**src/rtl/vga_pkg.sv**
```systemverilog
// Shared VGA timing defaults, colour/output types and small helpers used by
// the image scanner and its timing generator.
package vga_pkg;

    // 640x480@60 timing, pixels per line / lines per frame
    localparam int H_ACTIVE     = 32'd640;
    localparam int H_FP         = 32'd16;
    localparam int H_SYNC       = 32'd96;
    localparam int H_BP         = 32'd48;
    localparam int H_TOTAL      = H_ACTIVE + H_FP + H_SYNC + H_BP;
    localparam int H_SYNC_START = H_ACTIVE + H_FP;
    localparam int H_SYNC_END   = H_SYNC_START + H_SYNC;

    localparam int V_ACTIVE     = 32'd480;
    localparam int V_FP         = 32'd10;
    localparam int V_SYNC       = 32'd2;
    localparam int V_BP         = 32'd33;
    localparam int V_TOTAL      = V_ACTIVE + V_FP + V_SYNC + V_BP;
    localparam int V_SYNC_START = V_ACTIVE + V_FP;
    localparam int V_SYNC_END   = V_SYNC_START + V_SYNC;

    typedef struct packed {
        logic [7:0] r;
        logic [7:0] g;
        logic [7:0] b;
    } rgb_t;

    typedef struct packed {
        rgb_t rgb;
        logic hsync;
        logic vsync;
        logic blank_n;
    } vga_out_t;

    // Pin state while in reset: black, syncs idle high, blanked
    localparam vga_out_t VGA_OUT_RST = '{
        rgb:     '{r: 8'h00, g: 8'h00, b: 8'h00},
        hsync:   1'b1,
        vsync:   1'b1,
        blank_n: 1'b0
    };

    // Split a packed {R,G,B} word into its channels
    function automatic rgb_t to_rgb(input logic [23:0] c);
        return '{r: c[23:16], g: c[15:8], b: c[7:0]};
    endfunction

    // Half-open window test lo <= x < hi
    function automatic logic in_window(input logic [31:0] x,
                                       input logic [31:0] lo,
                                       input logic [31:0] hi);
        return (x >= lo) && (x < hi);
    endfunction

endpackage

```
**src/rtl/vga_timing_gen.sv**
```systemverilog
// Free-running horizontal/vertical raster counters with the active-region,
// sync and start-of-frame flags decoded from the current counter values.
module vga_timing_gen #(
    parameter int H_ACTIVE = vga_pkg::H_ACTIVE,
    parameter int H_FP     = vga_pkg::H_FP,
    parameter int H_SYNC   = vga_pkg::H_SYNC,
    parameter int H_BP     = vga_pkg::H_BP,
    parameter int V_ACTIVE = vga_pkg::V_ACTIVE,
    parameter int V_FP     = vga_pkg::V_FP,
    parameter int V_SYNC   = vga_pkg::V_SYNC,
    parameter int V_BP     = vga_pkg::V_BP,
    parameter int HW       = $clog2(vga_pkg::H_TOTAL),
    parameter int VW       = $clog2(vga_pkg::V_TOTAL)
) (
    input  logic          clk_25M,
    input  logic          reset,
    output logic [HW-1:0] h_cnt,
    output logic [VW-1:0] v_cnt,
    output logic          active,
    output logic          hsync,
    output logic          vsync,
    output logic          sof
);
    import vga_pkg::*;

    localparam logic [HW-1:0] H_LAST_C  = HW'(H_ACTIVE + H_FP + H_SYNC + H_BP - 1);
    localparam logic [HW-1:0] H_ACT_C   = HW'(H_ACTIVE);
    localparam logic [HW-1:0] HS_BEG_C  = HW'(H_ACTIVE + H_FP);
    localparam logic [HW-1:0] HS_END_C  = HW'(H_ACTIVE + H_FP + H_SYNC);
    localparam logic [HW-1:0] H_ONE_C   = HW'(1);
    localparam logic [VW-1:0] V_LAST_C  = VW'(V_ACTIVE + V_FP + V_SYNC + V_BP - 1);
    localparam logic [VW-1:0] V_ACT_C   = VW'(V_ACTIVE);
    localparam logic [VW-1:0] VS_BEG_C  = VW'(V_ACTIVE + V_FP);
    localparam logic [VW-1:0] VS_END_C  = VW'(V_ACTIVE + V_FP + V_SYNC);
    localparam logic [VW-1:0] V_ONE_C   = VW'(1);

    logic [HW-1:0] h_cnt_r;
    logic [VW-1:0] v_cnt_r;

    // Raster position: pixel counter wraps at end of line and steps the line counter
    always_ff @(posedge clk_25M or negedge reset) begin
        if (!reset) begin
            h_cnt_r <= '0;
            v_cnt_r <= '0;
        end else if (h_cnt_r == H_LAST_C) begin
            h_cnt_r <= '0;
            if (v_cnt_r == V_LAST_C) begin
                v_cnt_r <= '0;
            end else begin
                v_cnt_r <= v_cnt_r + V_ONE_C;
            end
        end else begin
            h_cnt_r <= h_cnt_r + H_ONE_C;
        end
    end

    assign h_cnt  = h_cnt_r;
    assign v_cnt  = v_cnt_r;
    assign active = (h_cnt_r < H_ACT_C) && (v_cnt_r < V_ACT_C);
    assign hsync  = !((h_cnt_r >= HS_BEG_C) && (h_cnt_r < HS_END_C));
    assign vsync  = !((v_cnt_r >= VS_BEG_C) && (v_cnt_r < VS_END_C));
    assign sof    = (h_cnt_r == '0) && (v_cnt_r == '0);

endmodule

```
**src/rtl/vga_image_scanner.sv**
```systemverilog
// Reads a stored picture from a combinational ROM in raster order and drives
// the VGA pins. Counters -> ROM address (stage 1) -> registered pins (stage 2);
// every pin carries the same two-cycle latency so colour and syncs never skew.
module vga_image_scanner #(
    parameter int H_ACTIVE = vga_pkg::H_ACTIVE,
    parameter int H_FP     = vga_pkg::H_FP,
    parameter int H_SYNC   = vga_pkg::H_SYNC,
    parameter int H_BP     = vga_pkg::H_BP,
    parameter int V_ACTIVE = vga_pkg::V_ACTIVE,
    parameter int V_FP     = vga_pkg::V_FP,
    parameter int V_SYNC   = vga_pkg::V_SYNC,
    parameter int V_BP     = vga_pkg::V_BP,
    parameter int IMG_W    = 32'd200,
    parameter int IMG_H    = 32'd200,
    parameter int IMG_X0   = 32'd220,
    parameter int IMG_Y0   = 32'd140,
    parameter int width    = 32'd24,
    parameter int addrSize = 32'd16,
    parameter logic [width-1:0] BG_COLOUR = 24'h000000
) (
    input  logic                clk_25M,
    input  logic                reset,
    output logic [addrSize-1:0] image_addr,
    input  logic [width-1:0]    colour_data,
    output logic [7:0]          vga_r,
    output logic [7:0]          vga_g,
    output logic [7:0]          vga_b,
    output logic                vga_hsync,
    output logic                vga_vsync,
    output logic                vga_blank_n,
    output logic                frame_start
);
    import vga_pkg::*;

    localparam int HW = $clog2(H_ACTIVE + H_FP + H_SYNC + H_BP);
    localparam int VW = $clog2(V_ACTIVE + V_FP + V_SYNC + V_BP);

    localparam logic [31:0] X_LO = 32'(IMG_X0);
    localparam logic [31:0] X_HI = 32'(IMG_X0 + IMG_W);
    localparam logic [31:0] Y_LO = 32'(IMG_Y0);
    localparam logic [31:0] Y_HI = 32'(IMG_Y0 + IMG_H);
    localparam logic [addrSize-1:0] ADDR_ONE = addrSize'(1);

    if (IMG_W * IMG_H > 2 ** addrSize) begin : g_addr_chk
        $error("vga_image_scanner: IMG_W*IMG_H does not fit in addrSize address bits");
    end
    if (width != 24) begin : g_width_chk
        $error("vga_image_scanner: colour word must be 24 bits {R,G,B}");
    end

    logic [HW-1:0]       h_cnt_s;
    logic [VW-1:0]       v_cnt_s;
    logic                active_s;
    logic                hsync_s;
    logic                vsync_s;
    logic                sof_s;
    logic                in_img_s;
    logic [addrSize-1:0] addr_base_s;

    logic [addrSize-1:0] addr_cnt_r;
    logic [addrSize-1:0] image_addr_r;
    logic                in_img_d1_r;
    logic                active_d1_r;
    logic                hsync_d1_r;
    logic                vsync_d1_r;
    logic                sof_d1_r;
    vga_out_t            out_r;
    logic                frame_start_r;

    vga_timing_gen #(
        .H_ACTIVE (H_ACTIVE), .H_FP (H_FP), .H_SYNC (H_SYNC), .H_BP (H_BP),
        .V_ACTIVE (V_ACTIVE), .V_FP (V_FP), .V_SYNC (V_SYNC), .V_BP (V_BP),
        .HW       (HW),       .VW   (VW)
    ) u_timing (
        .clk_25M (clk_25M),
        .reset   (reset),
        .h_cnt   (h_cnt_s),
        .v_cnt   (v_cnt_s),
        .active  (active_s),
        .hsync   (hsync_s),
        .vsync   (vsync_s),
        .sof     (sof_s)
    );

    // Clipping falls out of qualifying the picture window with the active region
    assign in_img_s = active_s
                    && in_window(32'(h_cnt_s), X_LO, X_HI)
                    && in_window(32'(v_cnt_s), Y_LO, Y_HI);

    // Address restarts at the first pixel of every frame, even if the picture sits at (0,0)
    assign addr_base_s = sof_s ? '0 : addr_cnt_r;

    // Running picture address: advances once per visible picture pixel, no multiply
    always_ff @(posedge clk_25M or negedge reset) begin
        if (!reset) begin
            addr_cnt_r <= '0;
        end else if (in_img_s) begin
            addr_cnt_r <= addr_base_s + ADDR_ONE;
        end else begin
            addr_cnt_r <= addr_base_s;
        end
    end

    // Stage 1: present the ROM address and carry the pixel's flags alongside it
    always_ff @(posedge clk_25M or negedge reset) begin
        if (!reset) begin
            image_addr_r <= '0;
            in_img_d1_r  <= 1'b0;
            active_d1_r  <= 1'b0;
            hsync_d1_r   <= 1'b1;
            vsync_d1_r   <= 1'b1;
            sof_d1_r     <= 1'b0;
        end else begin
            image_addr_r <= in_img_s ? addr_base_s : '0;
            in_img_d1_r  <= in_img_s;
            active_d1_r  <= active_s;
            hsync_d1_r   <= hsync_s;
            vsync_d1_r   <= vsync_s;
            sof_d1_r     <= sof_s;
        end
    end

    // Stage 2: pick ROM data, background or black and register all pins together
    always_ff @(posedge clk_25M or negedge reset) begin
        if (!reset) begin
            out_r         <= VGA_OUT_RST;
            frame_start_r <= 1'b0;
        end else begin
            if (!active_d1_r) begin
                out_r.rgb <= VGA_OUT_RST.rgb;
            end else if (in_img_d1_r) begin
                out_r.rgb <= to_rgb(colour_data[23:0]);
            end else begin
                out_r.rgb <= to_rgb(BG_COLOUR[23:0]);
            end
            out_r.hsync   <= hsync_d1_r;
            out_r.vsync   <= vsync_d1_r;
            out_r.blank_n <= active_d1_r;
            frame_start_r <= sof_d1_r;
        end
    end

    assign image_addr  = image_addr_r;
    assign vga_r       = out_r.rgb.r;
    assign vga_g       = out_r.rgb.g;
    assign vga_b       = out_r.rgb.b;
    assign vga_hsync   = out_r.hsync;
    assign vga_vsync   = out_r.vsync;
    assign vga_blank_n = out_r.blank_n;
    assign frame_start = frame_start_r;

endmodule

```
**config.mk**
```make
export PLATFORM = sky130hd
export DESIGN_NAME = vga_image_scanner
export DESIGN_NICKNAME = d
export VERILOG_FILES = /design/src/rtl/vga_pkg.sv /design/src/rtl/vga_timing_gen.sv /design/src/rtl/vga_image_scanner.sv
export SDC_FILE = /design/constraint.sdc
export NUM_CORES = 1
export LEC_CHECK = 0
export CORE_MARGIN = 4
export CORE_UTILIZATION = 25
export CTS_CLUSTER_SIZE = 12
export DETAILED_ROUTE_END_ITERATION = 7
export GPL_ROUTABILITY_DRIVEN = 0
export GPL_TIMING_DRIVEN = 0
export SETUP_SLACK_MARGIN = 0.02
export SYNTH_ARGS = -nofsm -noshare
export SYNTH_HDL_FRONTEND = slang
export SYNTH_SLANG_ARGS = --single-unit
```
**constraint.sdc**
```tcl
create_clock -name clk_25M -period 4.2 [get_ports clk_25M]
set_input_delay 0.84 -clock clk_25M [delete_from_list [all_inputs] [get_ports clk_25M]]
set_output_delay 0.84 -clock clk_25M [all_outputs]
set_load 0.01 [all_outputs]
```
# Word-level counts from Yosys, hierarchy flattened
# Index checks and enable logic that the tools add are counted.
word_totals:
  register_bits: 85
  input_bits: 26
  elab_cells: 50
op_classes:
  n_addsub: 3
  magnitude_cmp: 10
  n_eq_ne: 2
  muxes: 7
  n_reduce_logical: 12
ops:
  columns: ["operator", "count"]
  rows:
  - ["16-bit 2-to-1 mux", 3]
  - ["24-bit 2-to-1 mux", 2]
  - ["10-bit by 9-bit less-than comparator with 1-bit output, second input constant", 4]
  - ["10-bit by 1-bit adder with 10-bit output, second input constant", 2]
  - ["10-bit equality test, second input constant", 2]
  - ["10-bit by 8-bit >= comparator with 1-bit output, second input constant", 2]
  - ["10-bit logical NOT", 2]
  - ["10-bit less-than comparator, second input constant", 2]
  - ["10-bit 2-to-1 mux", 2]
  - ["16-bit by 1-bit adder with 16-bit output, second input constant", 1]
  - ["10-bit >= comparator, second input constant", 1]
  - ["10-bit by 9-bit >= comparator with 1-bit output, second input constant", 1]
  - ["1-bit logical AND", 8]
  - ["1-bit logical NOT", 2]

# Logic depth before layout (Yosys ltp)
# Gate-level depths: netlist (run 1).
logic_depth:
  word_depth: 5
  mapped_depth: 14
  ltp_nobuf: 13

# By module
# Synthesis (run 1) repeated with hierarchy kept, for this count alone.
hier_totals:
  cells_unflattened: 312
  hier_area_um2: 3500.9
by_module_without_submodules:
  columns: ["module", "n_inst", "cells_per_inst", "area_per_inst_um2"]
  rows:
  - ["vga_image_scanner", 1, 204, 2439.8]
  - ["vga_timing_gen", 1, 108, 1061.0]

# Worst setup path after synthesis (run 1)
# OpenSTA, ideal clock, no wires.
synth_path:
  kind: "flip-flop to flip-flop"
  start: "reg u_timing.v_cnt_r[1], in the netlist u_timing.v_cnt[1]"
  end: "reg addr_cnt_r[10]"
  setup_ps: 66
  arrival_ps: 2849
  setup_slack_ps: 1286
  path_stages_with_launch: 14
  synth_period_minus_slack_ps: 2914
  path_cell_list: "dfrtp_1 inv_1 ha_1 or3b_2 nor4_1 nand2_1 buf_2 and2_1 ha_1 and3_1 nand3_1 a2111oi_4 a211oi_1 a31o_1"
synth_via:
  elab_chain_len: 5
  elab_cells_between_ends: 12
synth_lines:
  columns: ["element", "line", "rtl"]
  rows:
  - ["start, declared", "vga_timing_gen.sv:38", "logic [VW-1:0] v_cnt_r;"]
  - ["start signal, assigned", "vga_timing_gen.sv:50", "v_cnt_r <= v_cnt_r + V_ONE_C;"]
  - ["10-bit logical NOT or 10-bit by 9-bit less-than comparator with 1-bit output (tied branches)", "vga_timing_gen.sv:62, vga_timing_gen.sv:59", null]
  - ["1-bit logical AND (on tied branches)", "vga_timing_gen.sv:62, vga_timing_gen.sv:59", null]
  - ["16-bit 2-to-1 mux or 1-bit logical AND (tied branches)", "vga_image_scanner.sv:91, vga_image_scanner.sv:87", null]
  - ["16-bit by 1-bit adder with 16-bit output or 1-bit logical AND (tied branches)", "vga_image_scanner.sv:98, vga_image_scanner.sv:88", null]
  - ["16-bit 2-to-1 mux (*)", "vga_image_scanner.sv:97", "end else if (in_img_s) begin"]
  - ["end signal, assigned", "vga_image_scanner.sv:98", "addr_cnt_r <= addr_base_s + ADDR_ONE;"]
  - ["end signal, assigned", "vga_image_scanner.sv:100", "addr_cnt_r <= addr_base_s;"]
  - ["end, declared", "vga_image_scanner.sv:60", "logic [addrSize-1:0] addr_cnt_r;"]
# Mark *: on every way between the ends. The rest lies on a longest branch, timed or not.
# A chain may end at the register's enable or synchronous reset.

# Worst setup path in the final report (run 1)
# Same ends and word-level chain as after synthesis.

==> results of run 1 <==
-- report_power, final --
group	total, uW	leakage, uW	internal (uW)	switching, uW
combinational	40.9	0.000927	22.5	18.4
sequential	819	0.00115	819	0
clock	755	0.000138	454	302
-- kinds of logic (layout without fill, tap and decap cells) --
logic type / count (synthesis) / count (layout) / synth area share
and+or+nand+nor: 132 / 132 / 0.215
adders and majority gates: 6 / 6 / 0.0204
DFF: 85 / 85 / 0.579
muxes: 5 / 5 / 0.0136
xor gates and xnor gates: 16 / 16 / 0.0381
AOI/OAI and AO/OA: 37 / 37 / 0.101
buffers and inverters: 27 / 112 / 0.0326
-- registers in the layout, indices dropped and copies added, names as in the netlist --
name and flops:
vga_r 8, hsync_d1_r 1, frame_start 1, vga_hsync 1, vsync_d1_r 1, vga_b 8
in_img_d1_r 1, u_timing.v_cnt 10, vga_vsync 1, vga_g 8, addr_cnt_r 16, u_timing.h_cnt 10
vga_blank_n 1, active_d1_r 1, sof_d1_r 1, image_addr 16
-- cell usage in the layout, fill, tap and decap left out, types with 3 or more instances in the layout --
cell,count
xnor2_1,8
ha_1,6
xor2_1,8
dfrtp_1,81
inv_1,9
o31ai_1,3
buf_2,6
a2111oi_4,4
nand4_1,6
clkdlybuf4s50_1,68
nor4_1,3
nand2b_1,4
nor2_1,12
nand2_1,31
and2_1,16
clkbuf_16,9
o21ai_0,11
nand3_1,7
dfstp_2,4
nor3_1,5
and3_1,31
clkbuf_1,10
clkinv_2,3
mux2i_1,5
-- per-layer routing --
metal / wire [um] / global-route usage
met5: 0 / 0
met4: 108 / 0.0377
met3: 481 / 0.0317
met2: 3480 / 0.144
met1: 3430 / 0.122
-- worst max path at each step --
stage / to / slack, ns / startpoint / cells after the start
after floorplan: addr_cnt_r[10]$_DFF_PN0_ / 1.29 / u_timing.v_cnt[1]$_DFFE_PN0N_ / 13
after global placement: u_timing.h_cnt[1]$_DFF_PN0_ / -0.67 / reset / 1
after detailed placement: addr_cnt_r[10]$_DFF_PN0_ / 0.96 / u_timing.v_cnt[1]$_DFFE_PN0N_ / 13
after CTS: addr_cnt_r[10]$_DFF_PN0_ / 0.94 / u_timing.v_cnt[1]$_DFFE_PN0N_ / 13
after global routing: addr_cnt_r[10]$_DFF_PN0_ / 0.78 / u_timing.v_cnt[0]$_DFFE_PN0N_ / 13
final: addr_cnt_r[10]$_DFF_PN0_ / 0.95 / u_timing.v_cnt[1]$_DFFE_PN0N_ / 13
-- layout make-up --
class                           instances  area [um^2]  area share
Sequential cell                        85         2130       0.434
Multi-Input combinational cell        196         1430       0.291
Timing Repair Buffer                   70          716       0.146
Tap cell                              184          230      0.0469
Clock buffer                           10          229      0.0466
Buffer                                 17         82.6      0.0168
Clock inverter                          5         52.6      0.0107
Inverter                               10         37.5     0.00765
-- stage by stage --
stage	total power (uW)	setup slack [ns]	utilization	area (um^2)	TNS (ns)
after floorplan	834	1.29	-	3680	0
after global placement	873	-0.669	0.318	4600	-53.59
after detailed placement	877	0.963	0.320	4630	0
after CTS	1640	0.937	0.339	4910	0
after global routing	1680	0.782	0.339	4910	0
final	1620	0.951	0.339	4910	0
==> results.md, run 1 <==
* Fin nets at 421
* Clock Latency Late Sink at 0.34 ns
* RSZ-0062 raised after global routing: false
* Gr usage total at 0.0939
* Pins over their slew limit at 0
* Top_reg_cell synth: dfrtp_1
* Syn nets at 340
* Initial drt markers at 153
* Slew @ Worst Pin at 0.718 ns
* Worst R2R Start: u_timing.v_cnt[1]$_DFFE_PN0N_
* Crit path largest cell delay at 0.46 ns
* CTS buffer count at 9
* Clock Tree Buf Depth at 2
* Detailed placer's ending HPWL at 5.44 mm
* Worst Path Max Fanout at 10
* Core area at 0.0145 mm^2
* Reg clk slew, reported paths at 0.06 ns
* Ys async rst share at 1.00
* Layout cell share with drive strength beyond 1 at 0.109
* Critical Setup Path Class: register to register
* Synth area leaders: dfrtp_1, and3_1, nand2_1, a2111oi_4, dfstp_2
* Lkg Pwr at 0.00221 uW
* Final Non-Filler Cells at 577
* Most numerous cell in the Yosys netlist: dfrtp_1
* Antenna violations before repair at 0
* CP Launch Type: register
* Crit path buf inv count at 2
* Worst R2R End: addr_cnt_r[10]$_DFF_PN0_
* Largest net degree at the start of global routing at 73
* FP Rows at 44
* Register-to-register setup slack at 0.95 ns
* Die extent in x at 129 um
* Clk sinks at 85
* Total Die Area at 0.0167 mm^2
* Htree depth at 3
* Starting Density at 0.254
* Total number of vias at 2546
* Family with the most delay on the worst path: simple AND/OR/NAND/NOR gates
* Post-synthesis area per instance at 12.0 um^2
* Synth warn at 0
* Fin crit share at 0.774
* CP max-delay cell: or3b_2
* Sequential area share after synthesis at 0.579
* HP Class: primary input to async pin
* Total Wirelength at 7.50 mm
* Gr ovfl total at 0
* Number of flops mapped to enable cells by yosys at 0
* Synth top area share at 0.551
* Most used cell, CP: ha_1
* Reg2reg path depth at 13
* CTS Hold Bufs at 0
* Fill cells at 1404
* Chip height at 129 um
* DRC at 0
* Antenna-violating nets left at 0
* Drt pass-1 iters at 4
* Status: finished, final reports clean
* Synthesized flop and latch total at 85
* Hold Slack at 0.352 ns
* Routed vias/inst at 4.41
* Number of max-cap violations at 0
* Area grow syn2layout at 33.3%
* Root Buffer: clkbuf_16
* Post-synth top cells: dfrtp_1, and3_1, nand2_1
* Avg WL per Cell at 13.0 um
* Distinct cells, synth at 52
* First-pass GRT wire length at 12.4 mm
* Dpl cells at 562
* Critical Path RT at 4.47 ns
* Post-Syn Instances at 308
* Ant diodes at 0
* CP endpoint kind: register
* PD cells at 329 mW/mm^2
* CP arrival at 3.52 ns
* Peak VDD IR at 0.157 mV
* Num ports at 70
* Final hold violations at 0
* Final setup vio count at 0
* Relative slew margins at 0.517
* Port Buf Inserts at 69
* Crit path cell chain: inv_1, ha_1, or3b_2, nor4_1, nand2_1, buf_2, and2_1, ha_1, and3_1, nand3_1, a2111oi_4, a211oi_1, a31o_1
* Vias in the first global route at 2511
* Area leader, netlist: dfrtp_1
* Synthesized area at 0.00368 mm^2
* TritonCTS clock tree: yes
* Final critical-path required period at 3.25 ns
* Clk_skew at 0.00871 ns
* CTS resizes at 0
* Setup repair bufs after CTS at 0
* Max Fclk at 308 MHz
Note: power is estimated with default switching activity, not from simulation.
==> run 2: changes to the inputs <==
==> constraint.sdc (replaced) <==
create_clock -name clk_25M -period 2.6 [get_ports clk_25M]
set_input_delay 0.52 -clock clk_25M [delete_from_list [all_inputs] [get_ports clk_25M]]
set_output_delay 0.52 -clock clk_25M [all_outputs]
set_load 0.01 [all_outputs]
==> run 2 against run 1 <==
The run now ends with setup timing left. Clock-buffer cell count grew 2. Non-clock buffer count grew 14. Core utilization grew 1.6 points. Largest cell class unchanged. Die area is the same. Power grew 59%. Critical endpoint unchanged. Global-route usage grew 0.36 points.
==> results.md, run 2 (synthesis results as in run 1) <==
* Fin crit share at 1.02
* Number of max-cap violations at 0
* Ant diodes at 0
* Clk sinks at 85
* Reg clk slew, reported paths at 0.06 ns
* TritonCTS clock tree: yes
* Largest net degree at the start of global routing at 62
* DP Worst Slack at -0.296 ns
* Total number of vias at 2647
* Failing checks: setup timing
* Max Fclk at 379 MHz
* Die extent in x at 129 um
* PD cells at 500 mW/mm^2
* Routed vias/inst at 4.47
* Most common cell after layout, fill and taps aside: dfrtp_1
* Clock Latency Late Sink at 0.33 ns
* Critical Setup Path Class: register to register
* Core area at 0.0145 mm^2
* Port Buf Inserts at 69
* Design Power at 2570 uW
* Final critical-path required period at 2.64 ns
* Chip height at 129 um
* Setup WS post-layout at -0.0413 ns
* Area grow syn2layout at 39.5%
* Final Non-Filler Cells at 592
* Most frequent cells in the layout: dfrtp_1, clkdlybuf4s50_1, and3_1, nand2_1, buf_4
* Detailed placer's ending HPWL at 5.36 mm
* FP Rows at 44
* Antenna-violating nets left at 0
* Slew @ Worst Pin at 0.733 ns
* CP arrival at 2.91 ns
* Total Die Area at 0.0167 mm^2
* Initial drt markers at 138
* Final hold violations at 0
* Peak VDD IR at 0.314 mV
* Final setup vio count at 1
* Total Wirelength at 7.88 mm
* Dpl cells at 562
* Register-to-register setup slack at -0.04 ns
* HP Class: primary input to async pin
* Antenna violations before repair at 0
* Htree depth at 3
* Critical Path RT at 2.87 ns
* Clock Tree Buf Depth at 2
* Relative slew margins at 0.507
* CP endpoint kind: register
* Drt pass-1 iters at 4
* CP Launch Type: register
* Clk_skew at 0.00728 ns
* RSZ-0062 raised after global routing: true
* Pins over their slew limit at 0
* Gr usage total at 0.0975
* Gr ovfl total at 0
* Starting Density at 0.254
* CTS buffer count at 9
* Vias in the first global route at 2623
* Lkg Pwr at 0.00229 uW
* First-pass GRT wire length at 13.0 mm
* Avg WL per Cell at 13.3 um
* Worst Path Max Fanout at 5
* Num ports at 70
* Root Buffer: clkbuf_16
* DRC at 0
* Layout cell share with drive strength beyond 1 at 0.199
* Fin nets at 435
* Status: finished, violations left
## run 2: area by class of cell
cell class,instances,area [um^2]
flip-flops and latches,85,2140
repair buffers,87,843
plain buffers,14,87.6
well taps,184,230
fillers,1392,9340
clock inverters,4,32.5
inverters,10,37.5
multi-input cells,196,1520
clock buffers,12,246
## run 2: path summary, 6_finish.rpt
path / start / to / cells after the start
setup / recovery: u_timing.v_cnt[1]$_DFFE_PN0N_ / addr_cnt_r[10]$_DFF_PN0_ / 13
min in group clk_25M: sof_d1_r$_DFF_PN0_ / frame_start$_DFF_PN0_ / 0
max in group asynchronous: reset / vga_hsync$_DFF_PN1_ / 2
hold reg to reg: sof_d1_r$_DFF_PN0_ / frame_start$_DFF_PN0_ / 0
setup reg to reg: u_timing.v_cnt[1]$_DFFE_PN0N_ / addr_cnt_r[10]$_DFF_PN0_ / 13
hold / removal: reset / image_addr[2]$_DFF_PN0_ / 1
## run 2: worst max-delay path, stage by stage (launching register included)
cell       delay, ns
dfrtp_1         0.39
inv_2           0.09
ha_4            0.12
or3b_4          0.39
nor4_4          0.31
nand2_2         0.12
buf_6           0.15
and2_4          0.14
ha_4            0.15
and3_4          0.19
nand3_4         0.11
a2111oi_4       0.05
a211oi_2        0.24
a31o_1          0.13
## run 2: what timing repair did
item	in CTS	in global routing
hold buffers	0	0
resized for setup	14	5
pin swaps	6	3
endpoints found under the setup margin	6	5
buffers inserted	13	4
## run 2: per-stage QoR
stage / setup TNS [ns] / util / hold slack (ns) / area, um^2
after detailed placement: -1.22 / 0.322 / 0.338 / 4670
after global routing: -0.421 / 0.355 / 0.106 / 5140
after global placement: -168.87 / 0.321 / 0.335 / 4640
final: -0.0413 / 0.355 / 0.0954 / 5140
after floorplan: 0 / - / 0.224 / 3720
after CTS: 0 / 0.351 / 0.0907 / 5090
## run 2: per-layer routing
metal  global-route usage  vias up  part of all wire  wire length, um
met5                    0        -                 0                0
met4               0.0395        0             0.017              136
met3               0.0272        9             0.063              495
met2                0.153       68              0.47             3700
met1                0.127     1302              0.45             3550
li1                     -     1268                 -                -
## run 2: report_power, final
group	total, uW	switching [uW]	internal [uW]
sequential	1320	0	1320
combinational	66.2	29.9	36.3
clock	1180	501	679
